<file path="src/rtl/if_fetch_unit.sv">
// Instruction-fetch stage: owns the PC, addresses instruction memory
// and registers the returned word into the IF/ID pipeline register.
module if_fetch_unit #(
    parameter int unsigned ADDR_W    = 5,
    parameter int unsigned DATA_W    = 32,
    parameter logic [DATA_W-1:0] HALT_WORD = 32'hFFFF_FFFF,
    parameter int unsigned CNT_W     = 16
) (
    input  logic              clk,
    input  logic              rst_n,
    input  logic              start,
    input  logic              stall,
    input  logic              redirect,
    input  logic [ADDR_W-1:0] redirect_addr,
    output logic [ADDR_W-1:0] adressIM,
    input  logic [DATA_W-1:0] inst,
    output logic [DATA_W-1:0] inst_id,
    output logic [ADDR_W-1:0] pc_next_id,
    output logic              valid_id,
    output logic              halted,
    output logic [CNT_W-1:0]  fetch_cnt
);

    localparam logic [1:0] S_IDLE   = 2'd0;
    localparam logic [1:0] S_RUN    = 2'd1;
    localparam logic [1:0] S_HALTED = 2'd2;

    logic [1:0]        state;
    logic [ADDR_W-1:0] pc;
    logic [ADDR_W-1:0] pc_inc;
    logic              is_halt;

    assign pc_inc   = pc + ADDR_W'(1);
    assign is_halt  = (inst == HALT_WORD);
    assign adressIM = pc;
    assign halted   = (state == S_HALTED);

    always_ff @(posedge clk or negedge rst_n) begin
        if (!rst_n) begin
            state      <= S_IDLE;
            pc         <= '0;
            inst_id    <= '0;
            pc_next_id <= '0;
            valid_id   <= 1'b0;
            fetch_cnt  <= '0;
        end else begin
            unique case (state)
                S_IDLE: begin
                    pc       <= '0;
                    valid_id <= 1'b0;
                    if (start) state <= S_RUN;
                end
                S_RUN: begin
                    // redirect kills the in-flight fetch even when stalled
                    if (redirect) begin
                        pc       <= redirect_addr;
                        valid_id <= 1'b0;
                    end else if (!stall) begin
                        inst_id    <= inst;
                        pc_next_id <= pc_inc;
                        valid_id   <= 1'b1;
                        fetch_cnt  <= fetch_cnt + CNT_W'(1);
                        if (is_halt) state <= S_HALTED;
                        else         pc    <= pc_inc;
                    end
                end
                S_HALTED: begin
                    valid_id <= 1'b0;
                end
                default: begin
                    state    <= S_IDLE;
                    valid_id <= 1'b0;
                end
            endcase
        end
    end

endmodule

</file>
<file path="config.mk">
export PLATFORM = sky130hd
export DESIGN_NAME = if_fetch_unit
export DESIGN_NICKNAME = d
export VERILOG_FILES = /design/src/rtl/if_fetch_unit.sv
export SDC_FILE = /design/constraint.sdc
export NUM_CORES = 1
export LEC_CHECK = 0
export BUFFER_PORTS_ARGS = -buffer_cell sky130_fd_sc_hd__buf_2
export CAP_MARGIN = 20
export CORE_ASPECT_RATIO = 0.75
export CORE_UTILIZATION = 52
export DETAILED_ROUTE_END_ITERATION = 10
export HOLD_SLACK_MARGIN = 0.12
export PLACE_DENSITY_LB_ADDON = 0.2
export SLEW_MARGIN = 20
export SYNTH_ARGS = -nofsm -noshare
export SYNTH_HDL_FRONTEND = slang
export SYNTH_SLANG_ARGS = --single-unit
</file>
<file path="constraint.sdc">
create_clock -name clk -period 4.1 [get_ports clk]
set_input_delay 0.41 -clock clk [delete_from_list [all_inputs] [get_ports clk]]
set_output_delay 0.41 -clock clk [all_outputs]
set_load 0.02 [all_outputs]
</file>
* Word-level counts from Yosys, hierarchy flattened
Cells that the tools add are included.
** Storage, ports and cells
- Register bits :: 61
- Output and inout bits :: 60
- Logic and storage cells :: 37
** Operators by class
- Bitwise gates (word level) :: 3
- Mux-type cells :: 12
- Eq/ne operators :: 9
- Add/subtract/negate cells :: 2
- Reductions and logical operators :: 5
** Operator list (number)
- 32-bit equality test (second input constant) :: 1
- 16-bit by 1-bit adder with 16-bit output (second input constant) :: 1
- 5-bit 2-to-1 mux :: 3
- 5-bit case mux with 2 select lines :: 1
- 2-bit 2-to-1 mux :: 4
- 2-bit != test (second input constant) :: 4
- 3-bit != test (second input constant) :: 2
- 2-bit case mux with 3 select lines :: 1
- 3-bit AND reduction :: 2
- 5-bit by 1-bit adder with 5-bit output (second input constant) :: 1
- 5-bit AND reduction :: 1
- 1-bit 2-to-1 mux :: 3
- 1-bit inverter :: 3
- 2-bit by 1-bit equality test with 1-bit output (second input constant) :: 1
- 2-bit equality test (second input constant) :: 1
- 2-bit zero test :: 1
- 2-bit nonzero test :: 1

* Logic depth before layout (Yosys ltp)
- Word-level depth :: 5
- Mapped depth :: 7
- Gate-level depth less buffers :: 6

* Worst setup path after synthesis
No wires, ideal clock.
- Path kind :: input -> register
- From :: input port redirect
- To :: register fetch_cnt[14]
- Data required time :: 3971 ps
- Buffers on the path :: 1
- Stages :: 6
- Library setup time :: 129 ps
- Path slack :: 2381 ps
- Arrival time :: 1590 ps
- Path through :: buf_2 -> nor4b_4 -> nand4_1 -> nor2_1 -> nand4_1 -> xnor2_1
** On the way
- Longest elaborated chain between the ends :: 2
** Ends and longest elaborated chain
- start: declaration :: line 13 : input logic redirect,
- 1-bit inverter (no source line)
- 3-bit AND reduction (no source line)
- end signal: assignment :: line 62 : fetch_cnt <= fetch_cnt + CNT_W'(1);
- end: declaration :: line 21 : output logic [CNT_W-1:0] fetch_cnt
No other way between the ends.
A chain may end at the register's enable or synchronous reset.

* Final worst setup path
- From :: register state[1]
- To :: register fetch_cnt[14]
** On the way
- Longest elaborated chain between the ends :: 2
** Ends and longest elaborated chain
- start: declaration :: line 28 : logic [1:0] state;
- start signal: assignment :: line 40 : state <= S_IDLE;
- start signal: assignment :: line 51 : if (start) state <= S_RUN;
- start signal: assignment :: line 63 : if (is_halt) state <= S_HALTED;
- 2-bit by 1-bit equality test with 1-bit output :: line 47 : unique case (state)
- 3-bit AND reduction (no source line)
No other way between the ends.

==> summary.md <==
| Metric | Value |
|---|---|
| Clock skew | `0.004481 ns` |
| Post-detail-place hpwl | `4025 um` |
| Worst hold path type | `in -> async` |
| ANT nets after route | `0` |
| Worst path cell trace | `nor4b_4 > buf_4 > nand4_1 > nor2_1 > nand4_1 > xnor2_1` |
| Switching Fraction | `32.69%` |
| Setup Buffers After CTS | `0` |
| First-pass GRT wire length | `9770 um` |
| Num rows | `21` |
| Mux contribution to synthesized area | `2.562%` |
| Vias | `2199` |
| Post-synthesis compound-gate area fraction | `2.223%` |
| Simple-Gate Fraction of Synth Area | `27.45%` |
| H-tree depth | `3` |
| Remaining DRCs | `0` |
| Psw | `540.5 uW` |
| Final Max Tran Viols | `0` |
| Dpl cell area | `0.003151 mm2` |
| Vias per Instance | `4.986` |
| Router iterations before antenna repair | `4` |
| CTS Buf Count | `9` |
| Most frequent CP cell | `nand4_1` |
| Status | `finished, final reports clean` |
| RSZ-0062 raised after global routing | `no` |
| CTS Sinks | `61` |
| Clk pwr share | `28.4%` |
| Initial Util | `55.98%` |
| Nets | `424` |
| Tot GR Track Use | `24.07%` |
| Pin count of the biggest net entering global routing | `62` |
| Synth warn | `0` |
| Die area | `0.005267 mm2` |
| Final Instance Count excl. Fillers | `441` |
| Crit share post-route | `49.95%` |
| Post-CTS resize count | `0` |
| Seq/Total Area, Yosys | `58.97%` |
| I/O pin count | `102` |
| # setup viols final | `0` |
| Flop and latch count out of synthesis | `61` |
| Max Freq | `488.3 MHz` |
| Routability Congestion | `0.8285` |
| Leak pwr | `0.001854 uW` |
| Overall overflow remaining after global route | `0` |
| Area delta synth->final | `28.56%` |
| Layout fillers | `379` |
| Hold Fails Final Rpt | `0` |
| Actual slew at the worst max-slew pin | `0.7275 ns` |
| Design area | `0.003328 mm2` |
| Initial antenna violation count | `0` |
| Post-synth design cell area | `0.002589 mm2` |
| Clk root buf | `clkbuf_8` |
| Port buffer count | `101` |
| Pwr dens | `496.8 mW/mm2` |
| Final WL | `5610 um` |
| VDD IR max | `0.3265 mV` |
| Largest cells by area after synthesis | `dfrtp_1 (59%), nand2_1 (17%), xnor2_1 (4.1%), nand4_1 (3.1%), mux2_2 (2.2%)` |
| Int Pwr | `1113 uW` |
| Critical path class | `reg -> reg` |
| Height of the die | `63.11 um` |
| Clk buf depth | `2` |
| Synthesized Nets | `318` |
| Synth area leader | `dfrtp_1` |
| CTS Hold Buffers Added | `0` |
| Xor/xnor share of the synthesized area | `6.090%` |
| Avg Inst Size Synth | `9.448 um2` |
| Yosys cell types | `25` |
| Placed insts | `426` |
| Vias in the first global route | `2087` |
| Layout cell share with drive strength beyond 1 | `32.29%` |
| Chip width | `83.47 um` |
| Startpoint types | `flip-flop` |
| Max_slew headroom | `51.50%` |
| Core footprint | `0.004624 mm2` |
| Synth top area share | `58.97%` |
| Diode count | `0` |
| Post-synthesis cell count | `274` |
| Largest family of logic cells by synthesized area | `simple AND/OR/NAND/NOR gates` |
| Crit path capture type | `flip-flop` |
| Slowest cell on crit path | `dfrtp_1` |
| Register share of total power | `46.8%` |
| CTS tree | `built` |
| Final TNS setup | `0 ns` |
| Final min period | `2.048 ns` |
| CP Data Required Time | `4.32 ns` |
| Clk slew on worst S/H paths | `0.06 ns` |
| Fin Hold WS | `0.2076 ns` |
| Synth Area in Adders | `0.9667%` |
| CP Max Fanout | `43` |
| Final Util | `71.97%` |
| MaxCap Viol Count | `0` |
| Routed len/inst | `12.72 um` |
| Skew-Pair Late Insertion Delay | `0.33 ns` |
| Combinational share of power | `24.8%` |
| Arrival @ worst endpoint | `2.27 ns` |
| Max incr delay on CP | `0.46 ns` |
| First DRT Iteration DRCs | `137` |
==> cell families (layout without fill, tap and decap cells) <==
logic type	count (synthesis)	in the layout
adders and majority gates	2	2
AOI/OAI and AO/OA	10	10
and+or+nand+nor	166	166
xor gates and xnor gates	18	18
muxes	6	6
DFF	61	61
buffers and inverters	11	121
==> path summary, 6_finish.rpt <==
check                                     startpoint  slack, ns                   endpoint  cells past startpoint
setup / recovery                state[1]$_DFFE_PN0P_       2.05  fetch_cnt[14]$_DFFE_PN0P_                      6
hold / removal                                 rst_n       0.21    inst_id[26]$_DFFE_PN0P_                      2
setup reg to reg                state[1]$_DFFE_PN0P_       2.05  fetch_cnt[14]$_DFFE_PN0P_                      6
hold reg to reg            pc_next_id[4]$_DFFE_PN0P_       0.47  pc_next_id[4]$_DFFE_PN0P_                      2
max in group asynchronous                      rst_n       3.39    inst_id[16]$_DFFE_PN0P_                      2
min in group clk                            inst[14]       0.28    inst_id[14]$_DFFE_PN0P_                      3
==> cell type report <==
class / count / area (um2) / area share, %
Sequential cell: 61 / 1526 / 45.86
Tap cell: 57 / 71.32 / 2.143
Clock buffer: 14 / 172.7 / 5.188
Multi-Input combinational cell: 202 / 1017 / 30.56
Timing Repair Buffer: 104 / 528.0 / 15.86
Clock inverter: 1 / 5.005 / 0.1504
Inverter: 2 / 7.507 / 0.2256
==> registers in the layout, summed over array words and instances (netlist names) <==
name / count
fetch_cnt: 16
inst_id: 32
valid_id: 1
state: 2
pc_next_id: 5
adressIM: 5
==> per-layer routing <==
layer,track usage [%],part of all wire (%),up-vias
met5,0,0,-
met4,7.627,1.2,0
met3,8.126,6.3,6
met2,35.76,44,81
met1,33.69,49,1019
li1,-,-,1093
==> Yosys cell counts <==
| cell | number |
|---|---|
| xor2_1 | 6 |
| nand2_1 | 119 |
| nor4_1 | 1 |
| mux2_2 | 5 |
| nor3_1 | 2 |
| and2_1 | 1 |
| nand3_1 | 8 |
| xnor2_1 | 12 |
| o21ai_0 | 2 |
| nand4_1 | 13 |
| nor4b_4 | 1 |
| dfrtp_1 | 61 |
| nand2b_1 | 3 |
| clkbuf_1 | 6 |
| nor2b_1 | 2 |
| mux2i_1 | 1 |
| nor2_1 | 15 |
| o22ai_1 | 1 |
| and4_1 | 1 |
| o21bai_1 | 1 |
| a21oi_2 | 1 |
| a21oi_1 | 5 |
| ha_1 | 2 |
| inv_1 | 2 |
| buf_2 | 3 |
==> power groups by stage <==
stage               Sequential [uW]  Combinational [uW]  Clock [uW]
CTS                             773                 414         481
global placement                780                 406           0
finish                          774                 409         470
global route                    788                 453         517
detailed placement              782                 413           0
floorplan                       890                 136           0
==> critical path, delay by kind of cell (launching register included) <==
| family | cells | cell delay (ns) |
|---|---|---|
| simple gates | 4 | 0.92 |
| xor+xnor | 1 | 0.14 |
| flops | 1 | 0.46 |
| buf+inv | 1 | 0.41 |
==> layout by cell type, fill, tap and decap left out <==
master / instances
a21oi_1: 5
a21oi_2: 1
and2_1: 1
and4_1: 1
buf_2: 101
buf_4: 3
clkbuf_1: 2
clkbuf_8: 12
clkinv_2: 1
dfrtp_1: 61
ha_1: 2
inv_1: 2
mux2_2: 5
mux2i_1: 1
nand2_1: 119
nand2b_1: 3
nand3_1: 8
nand4_1: 13
nor2_1: 15
nor2b_1: 2
nor3_1: 2
nor4_1: 1
nor4b_4: 1
o21ai_0: 2
o21bai_1: 1
o22ai_1: 1
xnor2_1: 12
xor2_1: 6
==> per-stage QoR <==
stage / worst slack [ns] / power (uW)
2_1_floorplan: 2.381 / 1025
3_5_place_dp: 1.954 / 1196
6_report: 2.052 / 1654
3_3_place_gp: 2.014 / 1187
5_1_grt: 1.927 / 1758
4_1_cts: 2.046 / 1669
Note: power is estimated with default switching activity, not from simulation.
